File: src/rtl/risc_sequencer_if.sv
// Sequencer <-> datapath bundle: instruction/status inputs, datapath strobes and status outputs.
// The sequencer side uses the master modport; the datapath (or bench) uses slave.
interface risc_sequencer_if #(
    parameter int unsigned OPCODE_W = 3,
    parameter int unsigned COUNT_W  = 16
);
    logic [OPCODE_W-1:0] opcode;
    logic                zero;
    logic                neg;
    logic                mem_ready;
    logic                resume;

    logic                sel;
    logic                rd;
    logic                ld_ir;
    logic                inc_pc;
    logic                halt;
    logic                ld_pc;
    logic                data_e;
    logic                ld_ac;
    logic                wr;

    logic [2:0]          phase;
    logic                halted;
    logic                illegal;
    logic [COUNT_W-1:0]  retired;

    modport master (
        input  opcode, zero, neg, mem_ready, resume,
        output sel, rd, ld_ir, inc_pc, halt, ld_pc, data_e, ld_ac, wr,
        output phase, halted, illegal, retired
    );

    modport slave (
        output opcode, zero, neg, mem_ready, resume,
        input  sel, rd, ld_ir, inc_pc, halt, ld_pc, data_e, ld_ac, wr,
        input  phase, halted, illegal, retired
    );
endinterface

File: src/rtl/risc_sequencer.sv
// Eight-phase instruction sequencer: decodes per-phase datapath strobes, handles memory
// stalls, halt/resume, a sticky illegal-opcode flag and a retired-instruction counter.
module risc_sequencer #(
    parameter int unsigned OPCODE_W = 3,
    parameter int unsigned COUNT_W  = 16,
    parameter int unsigned STALL_EN = 1
) (
    input  logic             clk,
    input  logic             rst,
    risc_sequencer_if.master bus
);
    localparam int unsigned PHASE_W = 3;
    localparam int unsigned OP_W    = 4;
    localparam bit          STALL_ON = (STALL_EN != 0);

    typedef enum logic [0:0] {
        ST_RUN  = 1'b0,
        ST_HALT = 1'b1
    } state_t;

    state_t               state_q, state_d;
    logic [PHASE_W-1:0]   phase_q, phase_d;
    logic                 illegal_q, illegal_d;
    logic [COUNT_W-1:0]   retired_q, retired_d;

    logic [OPCODE_W-1:0]  opc;
    logic [OP_W-1:0]      op;
    logic                 is_ill, cls_h, cls_a, cls_z, cls_j, cls_s;
    logic                 sel, rd, ld_ir, inc_pc, halt, ld_pc, data_e, ld_ac, wr;
    logic                 stall;

    // Opcode classes; a 3-bit opcode zero-extends, so codes 8..15 never occur there.
    always_comb begin
        opc    = bus.opcode;
        op     = OP_W'(opc);
        is_ill = (op >= OP_W'(12));
        cls_h  = (op == OP_W'(0)) || is_ill;
        cls_a  = (op inside {OP_W'(2), OP_W'(3), OP_W'(4), OP_W'(5), OP_W'(8), OP_W'(9)});
        cls_z  = ((op == OP_W'(1)) && bus.zero) || ((op == OP_W'(10)) && bus.neg);
        cls_j  = (op == OP_W'(7));
        cls_s  = (op == OP_W'(6));
    end

    always_ff @(posedge clk or posedge rst) begin
        if (rst) begin
            state_q   <= ST_RUN;
            phase_q   <= '0;
            illegal_q <= 1'b0;
            retired_q <= '0;
        end else begin
            state_q   <= state_d;
            phase_q   <= phase_d;
            illegal_q <= illegal_d;
            retired_q <= retired_d;
        end
    end

    // Strobe decode and next-state; strobes depend only on state, phase and opcode/flags.
    always_comb begin
        state_d   = state_q;
        phase_d   = phase_q;
        illegal_d = illegal_q;
        retired_d = retired_q;
        sel = 1'b0; rd = 1'b0; ld_ir = 1'b0; inc_pc = 1'b0; halt = 1'b0;
        ld_pc = 1'b0; data_e = 1'b0; ld_ac = 1'b0; wr = 1'b0;
        stall = 1'b0;

        if (state_q == ST_HALT) begin
            halt = 1'b1;
        end else begin
            case (phase_q)
                3'd0: sel = 1'b1;
                3'd1: begin sel = 1'b1; rd = 1'b1; end
                3'd2: begin sel = 1'b1; rd = 1'b1; ld_ir = 1'b1; end
                3'd3: begin sel = 1'b1; rd = 1'b1; ld_ir = 1'b1; end
                3'd4: begin inc_pc = 1'b1; halt = cls_h; end
                3'd5: rd = cls_a;
                3'd6: begin rd = cls_a; inc_pc = cls_z; ld_pc = cls_j; data_e = cls_s; end
                3'd7: begin
                    rd = cls_a; ld_pc = cls_j; data_e = cls_s; ld_ac = cls_a; wr = cls_s;
                end
            endcase
        end

        stall = STALL_ON && (state_q == ST_RUN) && !bus.mem_ready &&
                ((phase_q == 3'd3) || ((phase_q == 3'd7) && (rd || wr)));

        unique case (state_q)
            ST_HALT: begin
                phase_d = '0;
                if (bus.resume) state_d = ST_RUN;
            end
            ST_RUN: begin
                if ((phase_q == 3'd4) && cls_h) begin
                    state_d = ST_HALT;
                    phase_d = '0;
                    if (is_ill) illegal_d = 1'b1;
                end else if (!stall) begin
                    phase_d = phase_q + 3'd1;
                    if (phase_q == 3'd7) retired_d = retired_q + COUNT_W'(1);
                end
            end
        endcase
    end

    assign bus.sel     = sel;
    assign bus.rd      = rd;
    assign bus.ld_ir   = ld_ir;
    assign bus.inc_pc  = inc_pc;
    assign bus.halt    = halt;
    assign bus.ld_pc   = ld_pc;
    assign bus.data_e  = data_e;
    assign bus.ld_ac   = ld_ac;
    assign bus.wr      = wr;
    assign bus.phase   = phase_q;
    assign bus.halted  = (state_q == ST_HALT);
    assign bus.illegal = illegal_q;
    assign bus.retired = retired_q;
endmodule

File: src/flat_wrapper.sv
// flat-port wrapper written by rule: the top's interface ports become plain ports
module risc_sequencer_flat 
#(
    parameter int unsigned OPCODE_W = 3,
    parameter int unsigned COUNT_W  = 16,
    parameter int unsigned STALL_EN = 1
)
  (clk, rst, bus_opcode, bus_zero, bus_neg, bus_mem_ready, bus_resume, bus_sel, bus_rd, bus_ld_ir, bus_inc_pc, bus_halt, bus_ld_pc, bus_data_e, bus_ld_ac, bus_wr, bus_phase, bus_halted, bus_illegal, bus_retired);
  risc_sequencer_if #(.OPCODE_W(OPCODE_W), .COUNT_W(COUNT_W)) bus_i ();
  input  logic clk;
  input  logic rst;
  input wire logic [$bits(bus_i.opcode)-1:0] bus_opcode;
  input wire logic [$bits(bus_i.zero)-1:0] bus_zero;
  input wire logic [$bits(bus_i.neg)-1:0] bus_neg;
  input wire logic [$bits(bus_i.mem_ready)-1:0] bus_mem_ready;
  input wire logic [$bits(bus_i.resume)-1:0] bus_resume;
  output wire logic [$bits(bus_i.sel)-1:0] bus_sel;
  output wire logic [$bits(bus_i.rd)-1:0] bus_rd;
  output wire logic [$bits(bus_i.ld_ir)-1:0] bus_ld_ir;
  output wire logic [$bits(bus_i.inc_pc)-1:0] bus_inc_pc;
  output wire logic [$bits(bus_i.halt)-1:0] bus_halt;
  output wire logic [$bits(bus_i.ld_pc)-1:0] bus_ld_pc;
  output wire logic [$bits(bus_i.data_e)-1:0] bus_data_e;
  output wire logic [$bits(bus_i.ld_ac)-1:0] bus_ld_ac;
  output wire logic [$bits(bus_i.wr)-1:0] bus_wr;
  output wire logic [$bits(bus_i.phase)-1:0] bus_phase;
  output wire logic [$bits(bus_i.halted)-1:0] bus_halted;
  output wire logic [$bits(bus_i.illegal)-1:0] bus_illegal;
  output wire logic [$bits(bus_i.retired)-1:0] bus_retired;
  assign bus_i.opcode = bus_opcode;
  assign bus_i.zero = bus_zero;
  assign bus_i.neg = bus_neg;
  assign bus_i.mem_ready = bus_mem_ready;
  assign bus_i.resume = bus_resume;
  assign bus_sel = bus_i.sel;
  assign bus_rd = bus_i.rd;
  assign bus_ld_ir = bus_i.ld_ir;
  assign bus_inc_pc = bus_i.inc_pc;
  assign bus_halt = bus_i.halt;
  assign bus_ld_pc = bus_i.ld_pc;
  assign bus_data_e = bus_i.data_e;
  assign bus_ld_ac = bus_i.ld_ac;
  assign bus_wr = bus_i.wr;
  assign bus_phase = bus_i.phase;
  assign bus_halted = bus_i.halted;
  assign bus_illegal = bus_i.illegal;
  assign bus_retired = bus_i.retired;
  risc_sequencer #(.OPCODE_W(OPCODE_W), .COUNT_W(COUNT_W), .STALL_EN(STALL_EN)) u_core (.clk(clk), .rst(rst), .bus(bus_i));
endmodule
File: config.mk
export PLATFORM = sky130hd
export DESIGN_NAME = risc_sequencer_flat
export DESIGN_NICKNAME = d
export VERILOG_FILES = /design/src/rtl/risc_sequencer_if.sv /design/src/rtl/risc_sequencer.sv /design/src/flat_wrapper.sv
export SDC_FILE = /design/constraint.sdc
export NUM_CORES = 1
export LEC_CHECK = 0
export ABC_AREA = 1
export BUFFER_PORTS_ARGS = -buffer_cell sky130_fd_sc_hd__buf_2
export CAP_MARGIN = 20
export CORE_ASPECT_RATIO = 1.25
export CORE_MARGIN = 2
export CORE_UTILIZATION = 45
export DETAILED_ROUTE_END_ITERATION = 16
export PLACE_DENSITY = 0.7
export SYNTH_ARGS = -nofsm -noshare
export SYNTH_HDL_FRONTEND = slang
export SYNTH_SLANG_ARGS = --single-unit
export TNS_END_PERCENT = 50
File: constraint.sdc
create_clock -name clk -period 4.6 [get_ports clk]
set_clock_uncertainty 0.2 [all_clocks]
set_input_delay 0.92 -clock clk [delete_from_list [all_inputs] [get_ports clk]]
set_output_delay 0.92 -clock clk [all_outputs]
set_load 0.05 [all_outputs]
Yosys cells after proc, flatten, opt, wreduce, memory -nomap -nowiden
Cells that the tools add are included.
{"block": "classes", "addsub": 2, "mul": 0, "div_mod_pow": 0, "magnitude_cmp": 1, "eq_ne": 15, "shifts": 0, "n_mux": 24, "bitwise": 3, "n_reduce_logical": 19}
{"cell": "3-bit equality test (second input constant)", "n": 8}
{"cell": "1-bit 2-to-1 mux", "n": 18}
{"cell": "16-bit by 1-bit adder with 16-bit output (second input constant)", "n": 1}
{"cell": "3-bit by 2-bit equality test with 1-bit output (second input constant)", "n": 4}
{"cell": "3-bit by 1-bit equality test with 1-bit output (second input constant)", "n": 2}
{"cell": "3-bit zero test", "n": 2}
{"cell": "3-bit 2-to-1 mux", "n": 2}
{"cell": "1-bit case mux with 2 select lines", "n": 3}
{"cell": "3-bit case mux with 2 select lines", "n": 1}
{"cell": "6-bit nonzero test", "n": 1}
{"cell": "3-bit OR reduction", "n": 2}
{"cell": "1-bit logical AND", "n": 5}
{"cell": "3-bit by 4-bit >= comparator with 1-bit output (second input constant)", "n": 1}
{"cell": "4-bit AND reduction", "n": 1}
{"cell": "2-bit OR reduction", "n": 2}
{"cell": "4-bit OR reduction", "n": 1}
{"cell": "3-bit by 1-bit adder with 3-bit output (second input constant)", "n": 1}
{"cell": "1-bit logical OR", "n": 3}
{"cell": "3-bit != test (second input constant)", "n": 1}
{"cell": "1-bit NOT", "n": 3}
{"cell": "3-bit AND reduction", "n": 1}
{"cell": "1-bit zero test", "n": 1}
{"block": "totals", "register_bits": 21, "latchBits": 0, "ramBits": 0, "rom_bits": 0, "in_bits": 9, "output_inout_bits": 30, "wordCells": 68, "n_memories": 0}

Logic depth before layout (Yosys ltp)
Gate-level depths: netlist (run 1).
{"block": "logic_depth", "word_depth": 11, "ltp_mapped": 13, "mapped_depth_nobuf": 12}

Worst setup path before layout (run 1)
Ideal clock, no wire load.
{"block": "synth_path", "path_kind": "register to output", "start": "register u_core.phase_q[0], in the netlist u_core.bus.phase[0]", "end": "output port bus_data_e", "t_arrival_ps": 2236, "t_required_ps": 3480, "slack_ps": 1244, "path_stages_with_launch": 5, "n_path_buf": 0, "cell_sequence": "dfrtp_1 ha_1 ha_1 nor2_1 nor3_1"}
{"block": "synth_between", "elab_chain_cells": 4, "word_cells_on_any_way": 5, "classes_between": "eq/ne: 2; mux: 2; reduce/logical: 1"}
{"item": "from (decl)", "line_no": "risc_sequencer.sv:22", "rtl": "logic [PHASE_W-1:0] phase_q, phase_d;"}
{"item": "from (signal assigned)", "line_no": "risc_sequencer.sv:52", "rtl": "phase_q <= phase_d;"}
{"item": "3-bit equality test", "line_no": "risc_sequencer.sv:71", "rtl": "case (phase_q)"}
{"item": "2-bit OR reduction (no source line) (*)"}
{"item": "1-bit 2-to-1 mux (*)", "line_no": "risc_sequencer.sv:71"}
{"item": "1-bit 2-to-1 mux (*)", "line_no": "risc_sequencer.sv:68", "rtl": "if (state_q == ST_HALT) begin"}
{"item": "to (decl)", "line_no": "flat_wrapper.sv:23", "rtl": "output wire logic [$bits(bus_i.data_e)-1:0] bus_data_e;"}
Every way passes the cells marked *; elsewhere a longest branch is shown, timed or not.

Final worst setup path (run 1)
{"block": "layout_path", "start": "input port bus_opcode[1]", "end": "output port bus_halt"}
{"block": "layout_between", "elab_chain_cells": 4, "word_cells_on_any_way": 5, "classes_between": "order compare: 1; mux: 2; reduce/logical: 2"}
{"item": "from (decl)", "line_no": "flat_wrapper.sv:12", "rtl": "input wire logic [$bits(bus_i.opcode)-1:0] bus_opcode;"}
{"item": "3-bit by 4-bit >= comparator with 1-bit output or 3-bit zero test (tied branches)", "line_no": "risc_sequencer.sv:36, risc_sequencer.sv:37"}
{"item": "1-bit logical OR (*)", "line_no": "risc_sequencer.sv:37", "rtl": "cls_h = (op == OP_W'(0)) || is_ill;"}
{"item": "1-bit 2-to-1 mux (*)", "line_no": "risc_sequencer.sv:71"}
{"item": "1-bit 2-to-1 mux (*)", "line_no": "risc_sequencer.sv:68"}
{"item": "to (decl)", "line_no": "flat_wrapper.sv:21", "rtl": "output wire logic [$bits(bus_i.halt)-1:0] bus_halt;"}
Marks and branches as above.

==> results of run 1 <==
## logic make-up after synthesis
kind of cell               count (synthesis)  synth area share, %
and+or+nand+nor                          140                 43.6
buffers and inverters                     26                 7.74
other                                      1                0.252
adders and majority gates                  7                 5.89
xor gates and xnor gates                  11                 6.48
DFF                                       20                 33.6
AOI/OAI and AO/OA                          7                 2.35
## metrics by stage
stage	cells	hold slack [ns]	setup WS (ns)	total power (W)	util, %
floorplan	212	0.568	1.24	0.000724	-
global placement	280	0.310	1.43	0.000829	52.5
detailed placement	280	0.328	1.44	0.000836	52.5
CTS	284	0.347	1.44	0.000975	54.2
global route	284	0.368	1.30	0.00104	54.2
finish	284	0.336	1.44	0.000964	54.2
## state kept, by name, summed over array words and instances, names as in the netlist
register	count
u_core.bus.halted	1
u_core.bus.phase	3
u_core.bus.retired	16
## power by group through the flow
stage	Combinational, W	Sequential [W]	Clock (W)
finish	0.000565	0.000262	0.000137
global route	0.000616	0.000271	0.000149
CTS	0.000572	0.000262	0.000142
detailed placement	0.000570	0.000265	0
global placement	0.000565	0.000264	0
floorplan	0.000373	0.000350	0
## routing by layer
layer | part of all wire [%] | wire (um) | up-vias | GRT usage [%]
met5 | 0 | 0 | - | 0
li1 | - | - | 737 | -
met3 | 4.4 | 145 | 7 | 2.46
met1 | 43 | 1410 | 633 | 22.8
met4 | 2.2 | 72 | 0 | 10.7
met2 | 50 | 1650 | 38 | 37.1
## worst register-to-register path, stage by stage (launching register included)
cell and delay, ns:
sky130_fd_sc_hd__dfrtp_1 0.47, sky130_fd_sc_hd__ha_1 0.21, sky130_fd_sc_hd__ha_1 0.21, sky130_fd_sc_hd__inv_1 0.06, sky130_fd_sc_hd__nor2_1 0.15, sky130_fd_sc_hd__inv_1 0.12
sky130_fd_sc_hd__nor2_4 0.38, sky130_fd_sc_hd__nand2_4 0.20, sky130_fd_sc_hd__nand2_1 0.10, sky130_fd_sc_hd__nand2_1 0.06
## area by class of cell
class	instances	area, um^2
inverters	21	78.8
well taps	37	46.3
clock buffers	4	55.1
multi-input cells	166	872
fillers	348	1460
flip-flops and latches	20	500
repair buffers	36	180
## worst max path at each step
stage | startpoint | to | cells past startpoint
6_report | bus_opcode[1] | bus_halt | 7
5_1_grt | bus_opcode[1] | bus_halt | 7
4_1_cts | bus_opcode[1] | bus_halt | 7
3_5_place_dp | bus_opcode[1] | bus_halt | 7
3_3_place_gp | bus_opcode[1] | bus_halt | 7
2_1_floorplan | u_core.bus.phase[0]$_DFFE_PP0P_ | bus_data_e | 4
## cells in the final DEF (no fill, tap or decap)
master | Yosys | layout
sky130_fd_sc_hd__conb_1 | 1 | 1
sky130_fd_sc_hd__nand3b_1 | 4 | 4
sky130_fd_sc_hd__nand2_2 | 3 | 3
sky130_fd_sc_hd__nor2_4 | 2 | 2
sky130_fd_sc_hd__o21ai_0 | 1 | 1
sky130_fd_sc_hd__inv_1 | 20 | 20
sky130_fd_sc_hd__nand2_8 | 1 | 1
sky130_fd_sc_hd__inv_2 | 1 | 1
sky130_fd_sc_hd__dfrtp_1 | 20 | 20
sky130_fd_sc_hd__xnor2_1 | 7 | 7
sky130_fd_sc_hd__nand4_1 | 5 | 5
sky130_fd_sc_hd__and2_1 | 2 | 2
sky130_fd_sc_hd__ha_1 | 7 | 7
sky130_fd_sc_hd__clkbuf_8 | 0 | 4
sky130_fd_sc_hd__nand2_4 | 2 | 2
sky130_fd_sc_hd__nor3_1 | 5 | 5
sky130_fd_sc_hd__nor2_1 | 21 | 21
sky130_fd_sc_hd__nand3_1 | 25 | 25
sky130_fd_sc_hd__a21oi_1 | 6 | 6
sky130_fd_sc_hd__buf_2 | 2 | 36
sky130_fd_sc_hd__nand2_1 | 70 | 70
sky130_fd_sc_hd__xor2_1 | 4 | 4
==> impl_metrics.sql, run 1 <==
INSERT INTO impl_metrics (metric_group, metric, value, unit) VALUES
('status', 'outcome', 'finished clean', ''),
('route', 'detailedRoute.firstIterationViolations', '88', ''),
('final_layout', 'antennaDiodeCount', '0', ''),
('clock_network', 'cts.htree.levels', '1', ''),
('setup_path', 'reg2reg_from', 'u_core.bus.phase[0]$_DFFE_PP0P_', ''),
('clock_network', 'cts.root.buffer_cell', 'sky130_fd_sc_hd__clkbuf_8', ''),
('synthesis', 'post-synth-top-area-fraction', '33.6', '%'),
('power_and_ir_drop', 'seq_power_share', '27.2', '%'),
('synthesis', 'synth_flop_cell', 'sky130_fd_sc_hd__dfrtp_1', ''),
('placement', 'dp_hpwl', '2510', 'um'),
('synthesis', 'synth_area_leaders', 'sky130_fd_sc_hd__dfrtp_1, sky130_fd_sc_hd__nand2_1, sky130_fd_sc_hd__nand3_1', ''),
('timing', 'timing.final.crit_period', '3.16', 'ns'),
('setup_path', 'crit_path_top_delay_cell', 'sky130_fd_sc_hd__buf_2', ''),
('timing', 'max_slew_violation_count', '0', ''),
('power_and_ir_drop', 'share_of_power_burned_in_combinational_logic', '58.6', '%'),
('setup_path', 'cp_data_arrival_time', '2.04', 'ns'),
('synthesis', 'portion_of_the_post_synthesis_area_used_by_sequential_elements', '33.6', '%'),
('clock_network', 'clock_tree.buffer_depth', '2', ''),
('route', 'postRouteAntennaNets', '0', ''),
('global_routing', 'grt_ovf', '0', ''),
('floorplan', 'die_y', '68.3', 'um'),
('route', 'drt_drc_violations_left', '0', ''),
('final_layout', 'final_cell_area', '0.00173', 'mm^2'),
('route', 'route.detailed.wl_per_inst', '11.5', 'um'),
('synthesis', 'synthTopCellsByCount', 'sky130_fd_sc_hd__nand2_1, sky130_fd_sc_hd__nand3_1, sky130_fd_sc_hd__nor2_1', ''),
('floorplan', 'core_area', '0.00319', 'mm^2'),
('floorplan', 'initial_utilization', '46.6', '%'),
('global_routing', 'grt_pass1_vias', '1369', ''),
('final_layout', 'num-nets-final', '264', ''),
('final_layout', 'areaGrowthSynthToFinish', '16.5', '%'),
('synthesis', 'synth.most_common_cell', 'sky130_fd_sc_hd__nand2_1', ''),
('timing', 'rsz0062_at_grt', 'false', ''),
('clock_network', 'clk_pin_slew_worst_paths', '0.08', 'ns'),
('placement', 'routabilityCongestion', '0.876', ''),
('timing', 'achievable_freq', '316', 'MHz'),
('power_and_ir_drop', 'switching_share', '56.0', '%'),
('synthesis', 'synthCells', '212', ''),
('route', 'vias', '1415', ''),
('synthesis', 'post_synth_instance_area', '0.00149', 'mm^2'),
('clock_network', 'tritoncts_num_sinks', '20', ''),
('timing', 'hold_violations', '0', ''),
('power_and_ir_drop', 'power_switching', '0.000540', 'W'),
('clock_network', 'number_of_resized_instances_in_the_post_cts_repair_step', '0', ''),
('power_and_ir_drop', 'internal_power_summed_over_all_cells', '0.000425', 'W'),
('synthesis', 'library_cell_occupying_the_most_area_in_the_post_synthesis_netlist', 'sky130_fd_sc_hd__dfrtp_1', ''),
('job', 'maxCapViolations', '0', ''),
('synthesis', 'synthesis.nets', '228', ''),
('setup_path', 'crit_path_start_kind', 'input pin', ''),
('floorplan', 'die_area', '0.00378', 'mm^2'),
('power_and_ir_drop', 'cell_pwr_density', '556', 'mW/mm^2'),
('setup_path', 'critical_path.n_buffers_inverters', '4', ''),
('global_routing', 'global_route_wire_length_before_repair', '5980', 'um'),
('route', 'drt-pass1-iter-count', '4', ''),
('setup_path', 'worst-setup-path-type', 'input pin to output port', ''),
('worst_hold_path', 'worst_min_delay_path_startpoint', 'u_core.bus.retired[15]$_DFFE_PP0P_', ''),
('floorplan', 'row_count', '23', ''),
('global_routing', 'grt.total_usage', '20.1', '%'),
('power_and_ir_drop', 'leakagePower', '0.970', 'nW'),
('clock_network', 'cts_hold_repair.buffers', '0', ''),
('setup_path', 'crit_required', '3.48', 'ns'),
('placement', 'placement.cell_area', '0.00168', 'mm^2'),
('route', 'finalWirelength', '3280', 'um'),
('timing', 'worst_pin_slew', '0.750', 'ns'),
('clock_network', 'cts-buffers-inserted', '3', ''),
('global_routing', 'antenna_found_initial', '0', ''),
('timing', 'final.setup.tns', '0', 'ns'),
('worst_hold_path', 'worstHoldEndpoint', 'u_core.bus.retired[15]$_DFFE_PP0P_', ''),
('synthesis', 'yosys_warnings', '0', ''),
('setup_path', 'reg2reg_to', 'u_core.bus.retired[0]$_DFFE_PP0P_', ''),
('setup_path', 'cp_cell_sequence', 'buf_2 > nor2_1 > nand4_1 > inv_1 > nor2_1 > inv_1 > buf_2', ''),
('floorplan', 'io_pins', '39', '');
(Power assumes the default switching activity.)
==> run 2: changes to the inputs <==
==> constraint.sdc (replaced) <==
create_clock -name clk -period 3.2 [get_ports clk]
set_clock_uncertainty 0.2 [all_clocks]
set_input_delay 0.64 -clock clk [delete_from_list [all_inputs] [get_ports clk]]
set_output_delay 0.64 -clock clk [all_outputs]
set_load 0.05 [all_outputs]
==> run 2 against run 1 <==
  * Sequential share of layout area down 0.27 points
  * Register-to-register slack worse by 1.4 ns
  * Largest power group unchanged
  * Critical endpoint unchanged
  * Total power rose by 49%
  * Setup slack got worse by 1.0 ns
  * Routed wire length decreased by 1.1%
  * Global-route usage is 0.89 points lower
  * Combinational power rose by 43%
  * Final cell count did not move
  * Hold slack worse by 0.036 ns
  * Clock power increased by 85%
==> impl_metrics.sql, run 2 (synthesis gave the netlist of run 1 again) <==
INSERT INTO impl_metrics (metric_group, metric, value, unit) VALUES
('power_and_ir_drop', 'internal_power_summed_over_all_cells', '0.000667', 'W'),
('timing', 'worst_pin_slew', '0.757', 'ns'),
('timing', 'timing.final.crit_period', '2.77', 'ns'),
('setup_path', 'worst-setup-path-type', 'register to output port', ''),
('final_layout', 'antennaDiodeCount', '0', ''),
('floorplan', 'core_area', '0.00319', 'mm^2'),
('power_and_ir_drop', 'vdd_ir_drop_max', '0.000648', 'V'),
('clock_network', 'number_of_resized_instances_in_the_post_cts_repair_step', '0', ''),
('route', 'postRouteAntennaNets', '0', ''),
('setup_path', 'critical_path_peak_fanout', '7', ''),
('clock_network', 'clock_latency', '0.26', 'ns'),
('final_layout', 'areaGrowthSynthToFinish', '17.6', '%'),
('floorplan', 'die_y', '68.3', 'um'),
('final_layout', 'layout_cells_sized_above_1', '19.8', '%'),
('route', 'post_dr_vias_cell', '5.00', ''),
('global_routing', 'global_route_wire_length_before_repair', '5820', 'um'),
('global_routing', 'grt.total_usage', '19.2', '%'),
('final_layout', 'largest_reg_flops', '16', ''),
('setup_path', 'crit_path_start_kind', 'register', ''),
('setup_path', 'setup.worst_path.end_class', 'output port', ''),
('route', 'drt-pass1-iter-count', '4', ''),
('job', 'maxCapViolations', '0', ''),
('status', 'outcome', 'finished clean', ''),
('timing', 'setup_violations', '0', ''),
('floorplan', 'dieWidth', '55.4', 'um'),
('worst_hold_path', 'hold_class', 'input pin to async pin', ''),
('power_and_ir_drop', 'power_switching', '0.000770', 'W'),
('final_layout', 'layout_commonest_cell', 'sky130_fd_sc_hd__nand2_1', ''),
('route', 'drt_drc_violations_left', '0', ''),
('power_and_ir_drop', 'report.power.total', '0.00144', 'W'),
('power_and_ir_drop', 'leakagePower', '0.977', 'nW'),
('power_and_ir_drop', 'seq_power_share', '26.0', '%'),
('placement', 'dp_hpwl', '2460', 'um'),
('floorplan', 'initial_utilization', '46.6', '%'),
('clock_network', 'cts-buffers-inserted', '3', ''),
('global_routing', 'antenna_found_initial', '0', ''),
('timing', 'hold_violations', '0', ''),
('setup_path', 'cp_data_arrival_time', '1.93', 'ns'),
('clock_network', 'clock_tree.buffer_depth', '2', ''),
('power_and_ir_drop', 'share_of_power_burned_in_combinational_logic', '56.4', '%'),
('global_routing', 'grt_ovf', '0', ''),
('clock_network', 'clk_pin_slew_worst_paths', '0.08', 'ns'),
('clock_network', 'cts.htree.levels', '1', ''),
('floorplan', 'row_count', '23', ''),
('placement', 'port_buffers', '36', ''),
('power_and_ir_drop', 'clkPwrFrac', '17.6', '%'),
('route', 'route.detailed.wl_per_inst', '11.4', 'um'),
('power_and_ir_drop', 'cell_pwr_density', '821', 'mW/mm^2'),
('timing', 'max_slew_violation_count', '0', ''),
('clock_network', 'cts_hold_repair.buffers', '0', ''),
('clock_network', 'tritoncts_clock_tree', 'yes', ''),
('final_layout', 'num-nets-final', '264', ''),
('global_routing', 'grt_start_max_net_pins', '21', ''),
('floorplan', 'die_area', '0.00378', 'mm^2'),
('timing', 'min_period_over_period', '86.6', '%'),
('timing', 'rsz0062_at_grt', 'false', ''),
('timing', 'relSlewSlack', '49.5', '%'),
('route', 'vias', '1419', ''),
('clock_network', 'setup_repair_bufs_after_cts', '0', ''),
('timing', 'achievable_freq', '361', 'MHz'),
('global_routing', 'grt_pass1_vias', '1391', ''),
('route', 'finalWirelength', '3240', 'um'),
('setup_path', 'crit_required', '2.36', 'ns'),
('floorplan', 'io_pins', '39', ''),
('placement', 'routabilityCongestion', '0.880', ''),
('timing', 'final.setup.tns', '0', 'ns'),
('power_and_ir_drop', 'switching_share', '53.6', '%'),
('final_layout', 'layout.cells.most_common_list', 'sky130_fd_sc_hd__nand2_1, sky130_fd_sc_hd__buf_2, sky130_fd_sc_hd__nand3_1', ''),
('clock_network', 'tritoncts_num_sinks', '20', ''),
('clock_network', 'cts.root.buffer_cell', 'sky130_fd_sc_hd__clkbuf_8', ''),
('route', 'detailedRoute.firstIterationViolations', '47', '');
## run 2: worst paths after layout
check	slack [ns]	endpoint	cells after the start	from
worst min register to register	0.33	u_core.bus.retired[15]$_DFFE_PP0P_	2	u_core.bus.retired[15]$_DFFE_PP0P_
max in group asynchronous	2.03	u_core.bus.retired[6]$_DFFE_PP0P_	2	rst
min in group clk	0.33	u_core.bus.retired[15]$_DFFE_PP0P_	2	u_core.bus.retired[15]$_DFFE_PP0P_
worst max-delay path	0.43	bus_halt	7	u_core.bus.phase[0]$_DFFE_PP0P_
worst max register to register	0.95	u_core.bus.retired[4]$_DFFE_PP0P_	9	u_core.bus.phase[0]$_DFFE_PP0P_
worst min-delay path	0.30	u_core.bus.retired[0]$_DFFE_PP0P_	2	rst
## run 2: through the flow
| stage | util [%] | hold WS (ns) | area [um^2] | worst slack (ns) | instances |
|---|---|---|---|---|---|
| 2_1_floorplan | - | 0.404 | 1490 | 0.124 | 212 |
| 5_1_grt | 54.8 | 0.342 | 1750 | 0.274 | 284 |
| 3_3_place_gp | 52.5 | 0.310 | 1680 | 0.589 | 280 |
| 6_report | 54.8 | 0.300 | 1750 | 0.429 | 284 |
| 3_5_place_dp | 52.5 | 0.312 | 1680 | 0.584 | 280 |
| 4_1_cts | 54.8 | 0.330 | 1750 | 0.396 | 284 |
## run 2: worst max-delay path, stage by stage, from the launching register on
cell and delay [ns]:
sky130_fd_sc_hd__dfrtp_1 0.46, sky130_fd_sc_hd__inv_1 0.12, sky130_fd_sc_hd__ha_1 0.24, sky130_fd_sc_hd__nand4_1 0.19, sky130_fd_sc_hd__inv_1 0.13, sky130_fd_sc_hd__nor2_1 0.24, sky130_fd_sc_hd__inv_1 0.07, sky130_fd_sc_hd__buf_2 0.21
## run 2: cell type report
class                           instances  area, um^2
Clock buffer                            3        41.3
Clock inverter                          1        30.0
Fill cell                             344        1450
Inverter                               21        78.8
Multi-Input combinational cell        166         872
Sequential cell                        20         500
Tap cell                               37        46.3
Timing Repair Buffer                   36         180
## run 2: per-layer routing
layer  global-route usage (%)  wire, um  vias to the layer above
met3                     2.27       146                        6
met5                        0         0                        -
met1                     21.8      1380                      644
li1                         -         -                      733
met2                     36.8      1670                       36
met4                     7.62        49                        0
## run 2: power by group through the flow
stage          Sequential, W  Combinational [W]  Clock (W)
5_1_grt             0.000388           0.000885   0.000270
3_3_place_gp        0.000380           0.000813          0
6_report            0.000373           0.000810   0.000253
3_5_place_dp        0.000380           0.000817          0
4_1_cts             0.000375           0.000819   0.000262
2_1_floorplan       0.000504           0.000536          0
